--- config.mk ---
export PLATFORM = sky130hd
export DESIGN_NAME = world
export DESIGN_NICKNAME = d
export VERILOG_FILES = /design/src/rtl/world.sv
export SDC_FILE = /design/constraint.sdc
export NUM_CORES = 1
export LEC_CHECK = 0
export ABC_AREA = 1
export CORE_UTILIZATION = 23
export DETAILED_ROUTE_END_ITERATION = 10
export GPL_TIMING_DRIVEN = 1
export PLACE_DENSITY = 0.38
export SLEW_MARGIN = 20
export SYNTH_ARGS = -nofsm -noshare
export SYNTH_HDL_FRONTEND = slang
export SYNTH_SLANG_ARGS = --single-unit
--- constraint.sdc ---
create_clock -name CLOCK_50 -period 3.53 [get_ports CLOCK_50]
set_input_delay 0.8825 -clock CLOCK_50 [delete_from_list [all_inputs] [get_ports CLOCK_50]]
set_output_delay 0.8825 -clock CLOCK_50 [all_outputs]
set_load 0.02 [all_outputs]
--- src/rtl/world.sv ---
// ============================================================================
// Module   : world
// Function : Left-hand-rule maze robot on a fixed 10x20 wall map, plus a
//            640x480 VGA renderer showing the map and the robot position.
// Revision : 1.0 - initial release
// ============================================================================
`default_nettype none

module world #(
  parameter int STEP_CYCLES = 2
) (
  input  logic       CLOCK_50,
  input  logic [3:0] KEY,
  output logic       VGA_HS,
  output logic       VGA_VS,
  output logic [7:0] VGA_R,
  output logic [7:0] VGA_G,
  output logic [7:0] VGA_B,
  output logic [1:6] robot_row,
  output logic [1:6] robot_column,
  output logic [2:0] robot_orientation
);

  localparam int CW = (STEP_CYCLES > 1) ? $clog2(STEP_CYCLES) : 1;

  typedef enum logic [1:0] {
    NORTH = 2'b00,
    SOUTH = 2'b01,
    EAST  = 2'b10,
    WEST  = 2'b11
  } heading_t;

  logic           clk;
  logic           rst_n;
  logic           unused_keys;
  logic [CW-1:0]  step_cnt;
  logic           step_pulse;
  logic [5:0]     row;
  logic [5:0]     col;
  heading_t       dir;
  heading_t       left_dir;
  logic [5:0]     ahead_row;
  logic [5:0]     ahead_col;
  logic [5:0]     left_row;
  logic [5:0]     left_col;
  logic           head_wall;
  logic           left_wall;
  logic           pix_en;
  logic [9:0]     h_cnt;
  logic [9:0]     v_cnt;
  logic [5:0]     cell_row;
  logic [5:0]     cell_col;
  logic [23:0]    pix_rgb;

  assign clk         = CLOCK_50;
  assign rst_n       = KEY[0];
  assign unused_keys = ^KEY[3:1];

  // Any coordinate off the 10x20 map counts as wall, so the sensors need
  // no separate edge handling.
  function automatic logic is_wall(input logic [5:0] r, input logic [5:0] c);
    return (r < 6'd1) || (r > 6'd10) || (c < 6'd1) || (c > 6'd20) ||
           (r == 6'd5 && c >= 6'd3 && c <= 6'd17) ||
           (c == 6'd10 && r >= 6'd7 && r <= 6'd9);
  endfunction

  function automatic logic [5:0] step_row(input heading_t h, input logic [5:0] r);
    case (h)
      NORTH:   return r - 6'd1;
      SOUTH:   return r + 6'd1;
      default: return r;
    endcase
  endfunction

  function automatic logic [5:0] step_col(input heading_t h, input logic [5:0] c);
    case (h)
      EAST:    return c + 6'd1;
      WEST:    return c - 6'd1;
      default: return c;
    endcase
  endfunction

  function automatic heading_t left_of(input heading_t h);
    case (h)
      NORTH:   return WEST;
      WEST:    return SOUTH;
      SOUTH:   return EAST;
      default: return NORTH;
    endcase
  endfunction

  function automatic heading_t right_of(input heading_t h);
    case (h)
      NORTH:   return EAST;
      EAST:    return SOUTH;
      SOUTH:   return WEST;
      default: return NORTH;
    endcase
  endfunction

  // Sensors are purely combinational from the current pose
  assign left_dir  = left_of(dir);
  assign ahead_row = step_row(dir, row);
  assign ahead_col = step_col(dir, col);
  assign left_row  = step_row(left_dir, row);
  assign left_col  = step_col(left_dir, col);
  assign head_wall = is_wall(ahead_row, ahead_col);
  assign left_wall = is_wall(left_row, left_col);

  assign step_pulse = (step_cnt == CW'(STEP_CYCLES - 1));

  // Step-enable divider: one pulse every STEP_CYCLES clocks
  always_ff @(posedge clk or negedge rst_n) begin
    if (!rst_n) begin
      step_cnt <= '0;
    end else if (step_pulse) begin
      step_cnt <= '0;
    end else begin
      step_cnt <= step_cnt + CW'(1);
    end
  end

  // Robot pose: one left-hand-rule action per step pulse, hold otherwise
  always_ff @(posedge clk or negedge rst_n) begin
    if (!rst_n) begin
      row <= 6'd10;
      col <= 6'd1;
      dir <= NORTH;
    end else if (step_pulse) begin
      if (!left_wall) begin
        dir <= left_dir;
        row <= left_row;
        col <= left_col;
      end else if (!head_wall) begin
        row <= ahead_row;
        col <= ahead_col;
      end else begin
        dir <= right_of(dir);
      end
    end
  end

  assign robot_row         = row;
  assign robot_column      = col;
  assign robot_orientation = {1'b0, dir};

  // Pixel enable toggles every clock; raster counters advance on it
  always_ff @(posedge clk or negedge rst_n) begin
    if (!rst_n) begin
      pix_en <= 1'b0;
      h_cnt  <= '0;
      v_cnt  <= '0;
    end else begin
      pix_en <= ~pix_en;
      if (pix_en) begin
        if (h_cnt == 10'd799) begin
          h_cnt <= '0;
          v_cnt <= (v_cnt == 10'd524) ? 10'd0 : v_cnt + 10'd1;
        end else begin
          h_cnt <= h_cnt + 10'd1;
        end
      end
    end
  end

  // Each map cell covers 32 pixels across and 48 lines down
  assign cell_col = {1'b0, h_cnt[9:5]} + 6'd1;
  assign cell_row = 6'(v_cnt / 10'd48) + 6'd1;

  // Colour of the current raster position; robot overrides the map
  always_comb begin
    pix_rgb = 24'h000000;
    if (h_cnt < 10'd640 && v_cnt < 10'd480) begin
      if (cell_row == row && cell_col == col) begin
        pix_rgb = 24'hFF0000;
      end else if (is_wall(cell_row, cell_col)) begin
        pix_rgb = 24'h808080;
      end else begin
        pix_rgb = 24'hFFFFFF;
      end
    end
  end

  // Sync and colour registered together from the same raster position
  always_ff @(posedge clk or negedge rst_n) begin
    if (!rst_n) begin
      VGA_HS <= 1'b1;
      VGA_VS <= 1'b1;
      VGA_R  <= 8'h00;
      VGA_G  <= 8'h00;
      VGA_B  <= 8'h00;
    end else begin
      VGA_HS <= !(h_cnt >= 10'd656 && h_cnt < 10'd752);
      VGA_VS <= !(v_cnt >= 10'd490 && v_cnt < 10'd492);
      VGA_R  <= pix_rgb[23:16];
      VGA_G  <= pix_rgb[15:8];
      VGA_B  <= pix_rgb[7:0];
    end
  end

endmodule

`default_nettype wire

-- Word level (Yosys, flattened, before mapping)
Cells that the tools add are included.
- muxes and demuxes: 18
- $add $sub $neg: 9
- shifts and indexed selects: 0
- equality and inequality tests: 18
- div/mod/pow operators: 1
- bitwise operators: 1
- multipliers: 0
- reductions and logical operators: 38
- order comparisons: 30
- operators with widths (cell ; count):
    6-bit case mux with 2 select lines ; 4
    23-bit 2-to-1 mux ; 2
    6-bit by 1-bit < comparator with 1-bit output, second input constant ; 6
    24-bit 2-to-1 mux ; 1
    6-bit 2-to-1 mux ; 4
    10-bit by 1-bit adder with 10-bit output, second input constant ; 2
    10-bit == test, second input constant ; 2
    10-bit < comparator, second input constant ; 2
    10-bit by 9-bit < comparator with 1-bit output, second input constant ; 2
    10-bit 2-to-1 mux ; 2
    6-bit by 1-bit adder with 6-bit output, second input constant ; 3
    6-bit by 3-bit == test with 1-bit output, second input constant ; 3
    6-bit by 4-bit == test with 1-bit output, second input constant ; 3
    6-bit by 2-bit >= comparator with 1-bit output, second input constant ; 3
    6-bit by 3-bit >= comparator with 1-bit output, second input constant ; 3
    6-bit by 4-bit greater-than comparator with 1-bit output, second input constant ; 3
    6-bit by 5-bit greater-than comparator with 1-bit output, second input constant ; 3
    6-bit by 4-bit less-or-equal comparator with 1-bit output, second input constant ; 3
    6-bit by 5-bit less-or-equal comparator with 1-bit output, second input constant ; 3
    1-bit logical AND ; 16
    1-bit logical OR ; 15
    6-bit == test ; 2
    2-bit case mux with 3 select lines ; 2
    6-bit by 1-bit subtractor with 6-bit output, second input constant ; 2
    other kinds (14) ; 24
- bits in latches: 0
- ROM bits: 0
- memory bits (writable): 0
- flip-flop bits (word level): 62
- memories kept: 0

-- Logic depth before layout (Yosys ltp)
Gate-level depths: netlist (run 1).
- depth in word-level cells: 12
- depth in mapped cells: 23
- depth with buffers taken out: 23

-- Least setup slack after synthesis (run 1)
OpenSTA, ideal clock, no wires.
- path kind: register to register
- from: register col[0] (netlist: robot_column[6])
- to: register row[4] (netlist: robot_row[2])
- clock period less this slack: 2.511 ns
- cell stages (with the launch flop): 15
- data arrival time: 2.388 ns
- required time: 3.407 ns
- slack: 1.019 ns
- buffers on the path: 2
- cell sequence: dfstp_2 -> buf_2 -> inv_2 -> ha_1 -> nand2_1 -> o211ai_1 -> nor2_1 -> nand2_1 -> nor3_1 -> nor2_1 -> nor2_4 -> nand2_4 -> a21oi_4 -> buf_6 -> nor2_1
- longest elaborated chain between the ends: 9
- elaborated cells between the ends (all ways): 33
- classes of those cells: add/sub (2); order compare (8); eq/ne (3); mux (3); reduce/logical (17)
- RTL lines (item ; line ; text):
    start: declaration ; 39 ; logic [5:0] col;
    start signal: assignment ; 133 ; col <= left_col;
    start signal: assignment ; 136 ; col <= ahead_col;
    6-bit by 1-bit subtractor with 6-bit output or 6-bit by 1-bit adder with 6-bit output (tied branches) ; 78, 77 ;
    6-bit case mux with 2 select lines ; 76 ; case (h)
    6-bit by 1-bit < comparator with 1-bit output or 6-bit by 2-bit >= comparator with 1-bit output (tied branches) ; 62, 63 ;
    1-bit logical OR or 1-bit logical AND (tied branches) (2 in a row) ; 62, 63 ;
    1-bit logical OR ; 62 ; return (r < 6'd1) || (r > 6'd10) || (c < 6'd1) || (c > 6'd20) ||
    1-bit logical OR ; 63 ; (r == 6'd5 && c >= 6'd3 && c <= 6'd17) ||
    2-bit != test (no line) ; -- ;
    2-bit AND reduction (no line) ; -- ;
    end signal: assignment ; 132 ; row <= left_row;
    end signal: assignment ; 135 ; row <= ahead_row;
    end: declaration ; 38 ; logic [5:0] row;
Several ways; a longest one is shown, not always the timed one.
A chain may end at the register's enable or synchronous reset.

-- Final worst setup path (run 1)
- from: register dir[1]
- to: register col[4] (netlist: robot_column[2])
- longest elaborated chain between the ends: 12
- elaborated cells between the ends (all ways): 55
- classes of those cells: order compare (16); eq/ne (11); mux (7); reduce/logical (21)
- RTL lines (item ; line ; text):
    start: declaration ; 40 ; heading_t dir;
    start signal: assignment ; 131 ; dir <= left_dir;
    start signal: assignment ; 138 ; dir <= right_of(dir);
    2-bit by 1-bit == test with 1-bit output, or another cell as far along ; 68, 84 ;
    2-bit case mux with 3 select lines ; 84 ; case (h)
    2-bit by 1-bit == test with 1-bit output or 2-bit logical NOT (tied branches) ; 68 ; case (h)
    6-bit case mux with 2 select lines ; 68 ;
    6-bit by 1-bit < comparator with 1-bit output or 6-bit by 4-bit greater-than comparator with 1-bit output (tied branches) ; 62 ;
    1-bit logical OR (4 in a row) ; 62 ;
    1-bit logical OR ; 63 ;
    2-bit != test (no line) ; -- ;
    2-bit AND reduction (no line) ; -- ;
Several ways; a longest one is shown, not always the timed one. The select of a mux whose other input is x is not followed.

==> out/qor.csv, run 1 <==
stage;metric;value;unit
outcome;outcome;complete, no violations;
clocking;clock latency on the worst-skew pair;0.29;ns
routing;routed via count;4059;
grt;largest net degree at the start of global routing;43;
clocking;CTS tree;yes;
routing;DRT antenna net count;0;
clocking;Reg clk slew, reported paths;0.07;ns
timing;Fin. Hold Viols;0;
grt;vias in the first global route;3856;
clocking;hold_buf cts;0;
layout;ant diodes;0;
synth;area share of and/or/nand/nor cells after synthesis;44.8;%
timing;RSZ-0062 raised after global routing;no;
die;die width;137;um
setup_path;Critical Path Start Type;flop;
timing;fin crit share;85.2;%
timing;Slew @ Worst Pin;0.640;ns
grt;first-pass GRT wire length;19.6;mm
synth;area leader, netlist;dfrtp_1;
clocking;Post CTS Setup Buffer Count;0;
synth;Yosys Warn Count;0;
setup_path;CP max-delay cell;ha_1;
hold_path;worst min path class;flop to flop;
clocking;CTS H-tree depth;2;
grt;busiest layer in global routing;met2;
hold_path;hold depth;1;
die;initial core utilization;23.5;%
die;I/O pins;46;
routing;drt total wl;11.7;mm
grt;GR Util met3;1.58;%
timing;Setup Viol. Count Final;0;
hold_path;Hold Startpoint;v_cnt[1];
synth;Mapped Avg Cell Area;6.32;sq um
power;Worst VDD drop;0.151;mV
routing;Residual DRC;0;
place;Placed Instances;905;
setup_path;WP data required;3.76;ns
setup_path;buffers and inverters on the worst path;1;
die;Die H;137;um
grt;All-Layer GR Usage;13.2;%
grt;total grt overflow;0;
setup_path;Crit path largest cell delay;0.58;ns
synth;Post-synth EDFFs;0;
setup_path;R2R Setup Slk;0.52;ns
synth;synthesized instance count;668;
die;Cell Rows;49;
synth;top cells by count, synth;210 x nand2_1, 85 x nand3_1, 76 x inv_1, 71 x nor2_1, 37 x dfrtp_1;
synth;Synth Area in Compound Gates;4.77;%
setup_path;crit path kind;flop to flop;
synth;Most used DFF post-synth;dfrtp_1;
setup_path;Crit Path Max Fanout;15;
clocking;CTS buffer count;5;
grt;initial antenna violation count;0;
place;IO Port Bufs;41;
setup_path;CP delay by family, top;simple AND/OR/NAND/NOR gates;
setup_path;worst reg2reg path startpoint;dir[1];
clocking;clk buf depth;2;
grt;grt met1 use;18.4;%
routing;DR WL/cell;12.8;um
routing;DR pass1 iterations;5;
timing;Slew Limit Fails;0;
job;MaxCap Viol Count;0;
place;global placer's final weighted congestion;0.846;
setup_path;Arr. time, crit path;3.23;ns
synth;mux share of post-synthesis cell area;0;%
layout;Syn-to-layout area delta;14.5;%
layout;layout cell share with drive strength beyond 1;7.75;%
place;post-DP HPWL;9.20;mm
layout;Final Net Count;712;
grt;met2 usage;21.4;%
hold_path;Min-Delay Endpoint;VGA_VS;
synth;Yosys top cell area share;21.9;%
synth;Synth Area in XOR/XNOR;4.56;%
timing;Post-Route Setup TNS;0;ns
clocking;TritonCTS Sinks;42;
die;Core ar.;18000;sq um
setup_path;Worst setup EP type;flop;
synth;largest family of logic cells by synthesized area;simple AND/OR/NAND/NOR gates;
power;PD cells;198;nW/um^2
routing;drt via density;4.45;
timing;max_slew headroom;57.4;%
power;leakage;2.41;nW
timing;fmax;333;MHz
setup_path;critical path, cell by cell;inv_1 -> ha_1 -> nor2_4 -> nand2_1 -> o211ai_1 -> nor2_1 -> nand2_1 -> nor3_1 -> nor2_1 -> nor2_4 -> nand2_4 -> a21oi_4 -> nand2_1 -> nand2_1;
synth;syn nets;697;
timing;Tmin final;3.01;ns
synth;top post-synthesis cells by area;dfrtp_1 22%, nand2_1 19%, nand3_1 10%;
synth;count leader, synth;nand2_1;
synth;Cell variety after synth;36;
routing;DR iter-0 viols;278;
timing;clock skew;0.00754;ns
clocking;CTS Root Cell;clkbuf_16;
setup_path;cell mode on critical path;nand2_1;
setup_path;Reg-to-Reg End;robot_column[2];
die;area of the die;18900;sq um
layout;Fillers;2017;
synth;Synth Area in Adders;7.11;%
layout;Post-Layout Cell Count;913;
synth;sequential cell area fraction in the yosys report;25.0;%
synth;mapped cell area;4220;sq um
synth;async set or reset register ratio after synthesis;100;%
setup_path;Reg2Reg Depth;14;
synth;#FFs+latches synth;42;
==> report_power, final <==
group	internal (mW)	switching (mW)
clock	0.262	0.203
sequential	0.481	0
combinational	0.000728	0.0105
total	0.744	0.214
==> final cells by class <==
class | count | area, sq um | area share (%)
Inverter | 87 | 327 | 6.76
Clock inverter | 3 | 21.3 | 0.440
Multi-Input combinational cell | 504 | 2590 | 53.7
Sequential cell | 42 | 1060 | 21.9
Tap cell | 229 | 287 | 5.93
Clock buffer | 5 | 125 | 2.59
Timing Repair Buffer | 43 | 423 | 8.75
==> layout by cell type, fill, tap and decap left out, drive strengths merged <==
cell | Yosys | routed
nand2 | 213 | 213
nand3 | 91 | 91
inv | 86 | 86
nor2 | 85 | 85
clkdlybuf4s50 | 0 | 40
dfrtp | 37 | 37
ha | 24 | 24
xor2 | 22 | 22
a21oi | 13 | 13
o21ai | 12 | 12
nand4 | 11 | 11
nor3 | 11 | 11
nand3b | 6 | 6
dfstp | 5 | 5
clkbuf | 2 | 5
nor4 | 4 | 4
buf | 33 | 3
clkinv | 1 | 3
o221ai | 2 | 2
or2 | 2 | 2
o211ai | 2 | 2
a31oi | 2 | 2
o311ai | 1 | 1
nor3b | 1 | 1
o221a | 1 | 1
conb | 1 | 1
clkinvlp | 0 | 1
==> registers in the layout, summed over array words and instances, names as in the netlist <==
signal,cells
VGA_B,2
VGA_HS,1
VGA_R,2
VGA_VS,1
dir,2
h_cnt,10
pix_en,1
robot_column,6
robot_row,6
step_cnt,1
v_cnt,10
==> repair_timing <==
item                                   CTS  global route
endpoints found under the hold margin    0             0
setup endpoints to repair                0             3
resized for setup                        0             1
==> cell families after synthesis <==
family | Yosys count
AOI/OAI and AO/OA | 33
xor gates and xnor gates | 22
adders and majority gates | 24
buffers and inverters | 122
DFF | 42
other | 1
and+or+nand+nor | 424
==> how the worst max path moves through the flow <==
stage,start,endpoint,depth (start not counted)
finish,dir[1],robot_column[2],14
global route,v_cnt[8],VGA_B[7],22
CTS,dir[0],robot_row[3],16
detailed placement,dir[0],robot_column[6],16
global placement,dir[0],robot_column[4],16
floorplan,robot_column[6],robot_row[2],14
==> routing by layer <==
layer  routed length (um)  share of wire, %  up-vias
met5                    0                 0        -
met4                  124               1.1        0
met3                  253               2.2        8
met2                 5230                45       62
met1                 6090                52     1864
li1                     -                 -     2125
==> metrics by stage <==
step,utilization [%],hold slack [ns],cell area (sq um),setup slack (ns),total power [mW]
final,26.9,0.518,4830,0.524,0.958
after global routing,26.9,0.548,4830,0.0503,0.999
after CTS,26.9,0.527,4830,0.493,0.981
after detailed placement,26.1,0.517,4680,0.518,0.503
after global placement,26.1,0.513,4680,0.503,0.502
after floorplan,-,0.447,4220,1.02,0.492
Note: power is estimated with default switching activity, not from simulation.
==> inputs of run 2 (changes only) <==
--- a/config.mk
+++ b/config.mk
@@ -6,10 +6,11 @@
 export NUM_CORES = 1
 export LEC_CHECK = 0
 export ABC_AREA = 1
-export CORE_UTILIZATION = 23
+export CORE_UTILIZATION = 45
 export DETAILED_ROUTE_END_ITERATION = 10
+export GPL_ROUTABILITY_DRIVEN = 0
 export GPL_TIMING_DRIVEN = 1
-export PLACE_DENSITY = 0.38
+export PLACE_DENSITY = 0.65
 export SLEW_MARGIN = 20
 export SYNTH_ARGS = -nofsm -noshare
 export SYNTH_HDL_FRONTEND = slang
==> run 2 against run 1 <==
  * Global-route usage increased by 9.1 points
  * Clock power decreased by 14%
  * Via count increased by 1.7%
  * Worst hold slack got worse by 0.0019 ns
  * Register-to-register slack got worse by 0.09 ns
  * Maximum frequency decreased by 3.0%
  * Critical path depth increased by 2
  * Combinational power decreased by 7%
  * Clock-buffer cell count increased by 1
  * Setup slack got worse by 0.094 ns
  * Flip-flop and latch count unchanged
  * Clock skew increased by 0.0017 ns
  * Critical path type unchanged
  * Largest cell class unchanged
  * Largest power group unchanged
  * Highest routed layer unchanged
==> out/qor.csv, run 2 (same netlist as run 1, synthesis figures left out) <==
stage;metric;value;unit;change
clocking;Reg clk slew, reported paths;0.09;ns;+0.02 ns
grt;initial antenna violation count;0;;unchanged
layout;commonest non-fill, non-tap cell in the layout;nand2_1;;
timing;Post-Route Setup TNS;0;ns;unchanged
die;die width;98.9;um;-28%
routing;routed via count;4127;;+1.7%
die;Cell Rows;34;;-31%
grt;vias in the first global route;3812;;-1.1%
job;MaxCap Viol Count;0;;unchanged
routing;DRT antenna net count;0;;unchanged
routing;drt total wl;10.3;mm;-12%
layout;most frequent cells in the layout;210 x nand2_1, 85 x nand3_1, 76 x inv_1;;
routing;drt via density;5.21;;+17%
grt;largest net degree at the start of global routing;43;;unchanged
routing;DR iter-0 viols;226;;-19%
timing;WHS;0.516;ns;-0.00189 ns
clocking;Post CTS Setup Buffer Count;0;;unchanged
setup_path;cell mode on critical path;nand2_1;;
layout;Syn-to-layout area delta;9.87;%;
grt;total grt overflow;0;;unchanged
grt;All-Layer GR Usage;22.3;%;+9.1 points
die;Core ar.;8890;sq um;-51%
clocking;hold_buf cts;0;;unchanged
power;Worst VDD drop;0.116;mV;-23%
outcome;outcome;complete, no violations;;
place;post-DP HPWL;7.80;mm;-15%
setup_path;worst reg2reg path startpoint;dir[0];;
hold_path;worst min path class;flop to flop;;
setup_path;Critical path origin;dir[0];;
layout;Regs by FF count;h_cnt x10, v_cnt x10;;
hold_path;Hold Startpoint;v_cnt[1];;
die;I/O pins;46;;unchanged
clocking;CTS tree;yes;;
timing;fin crit share;87.8;%;+2.7 points
setup_path;crit path kind;flop to flop;;
timing;fmax;323;MHz;-3.0%
setup_path;Worst setup EP type;flop;;
timing;clock skew;0.00926;ns;+0.00172 ns
layout;layout cell share with drive strength beyond 1;7.46;%;-0.29 points
timing;Tmin final;3.10;ns;+0.0936 ns
layout;Final Net Count;712;;unchanged
timing;Slew @ Worst Pin;0.947;ns;+0.307 ns
die;initial core utilization;47.5;%;+24 points
setup_path;Crit Path Max Fanout;12;;-3
layout;ant diodes;0;;unchanged
setup_path;critical path, cell by cell;inv_1 -> ha_1 -> inv_1 -> nand2_2 -> inv_1 -> nand2_1 -> nand3_1 -> nor2_1 -> nor2_1 -> nand2_1 -> nand2_1 -> nor2_1 -> nand3_2 -> a21oi_4 -> nand2_1 -> nand2_1;;
clocking;clk buf depth;2;;unchanged
timing;Setup Viol. Count Final;0;;unchanged
routing;Residual DRC;0;;unchanged
power;PD cells;192;nW/um^2;-3.2%
power;leakage;2.39;nW;-0.85%
timing;Fin. Hold Viols;0;;unchanged
routing;DR pass1 iterations;4;;-1
setup_path;WP data required;3.77;ns;about the same
timing;Slew Limit Fails;0;;unchanged
clocking;CTS Root Cell;clkbuf_8;;
timing;max_slew headroom;36.9;%;-20 points
clocking;clock latency on the worst-skew pair;0.30;ns;about the same
die;Die H;98.9;um;-28%
die;area of the die;9770;sq um;-48%
place;IO Port Bufs;41;;unchanged
grt;first-pass GRT wire length;17.9;mm;-8.9%
clocking;CTS H-tree depth;2;;unchanged
setup_path;Crit path largest cell delay;0.51;ns;-0.07 ns
routing;DR WL/cell;13.0;um;+1.1%
setup_path;CP max-delay cell;ha_1;;
clocking;PostCTS Resize Cnt;0;;unchanged
layout;Fillers;885;;-56%
timing;RSZ-0062 raised after global routing;no;;
clocking;TritonCTS Sinks;42;;unchanged
setup_path;Arr. time, crit path;3.34;ns;+0.11 ns
setup_path;Critical Path Start Type;flop;;
clocking;CTS buffer count;5;;unchanged
==> run 2: cell types whose count changed in the layout (fill, tap and decap cells not counted), sizes merged <==
cell / delta
bufinv: +1
clkbuf: +1
clkinv: -2
==> run 2: final cells by class <==
| cell class | count | area (sq um) | area share (%) |
|---|---|---|---|
| Clock buffer | 6 | 72.6 | 1.56 |
| Clock inverter | 2 | 37.5 | 0.809 |
| Inverter | 87 | 327 | 7.04 |
| Multi-Input combinational cell | 504 | 2590 | 55.8 |
| Sequential cell | 42 | 1060 | 22.8 |
| Tap cell | 108 | 135 | 2.91 |
| Timing Repair Buffer | 43 | 420 | 9.06 |
==> run 2: report_power, final <==
part / internal (mW) / total [mW] / leakage (nW) / switching, mW
Clock: 0.212 / 0.398 / 0.0514 / 0.187
Combinational: 0.000401 / 0.0105 / 1.81 / 0.0101
Sequential: 0.481 / 0.481 / 0.530 / 0
Total: 0.693 / 0.890 / 2.39 / 0.197
==> run 2: worst max-delay path: cells and delay by family, from the launching register on <==
family	cells	cell delay [ns]
simple gates	11	1.25
buf+inv	3	0.42
fa+ha+maj	1	0.51
compound gates	1	0.41
flops	1	0.45
==> run 2: through the flow <==
step           cell area (sq um)  setup slack [ns]  instances  total power, mW  util [%]
2_1_floorplan               4220              1.02        668            0.492         -
3_3_place_gp                4530             0.594        784            0.502      50.9
3_5_place_dp                4530             0.541        784            0.502      50.9
4_1_cts                     4640             0.496        792            0.901      52.2
5_1_grt                     4640             0.184        792            0.924      52.2
6_report                    4640             0.430        792            0.890      52.2
==> run 2: worst paths after layout <==
check,endpoint,slack (ns),cells after the start
worst min-delay path,VGA_VS,0.52,1
worst max register to register,robot_row[6],0.43,16
max in group asynchronous,step_cnt,2.22,1
worst min register to register,VGA_VS,0.52,1
min in group asynchronous,v_cnt[5],0.71,1
worst max-delay path,robot_row[6],0.43,16
==> run 2: layer usage <==
metal / global-route usage (%) / part of all wire, % / vias up
met2: 36.8 / 44 / 121
met1: 30.8 / 49 / 1878
met4: 5.86 / 1.3 / 0
met5: 0 / 0 / -
met3: 2.98 / 4.8 / 13
li1: - / - / 2115
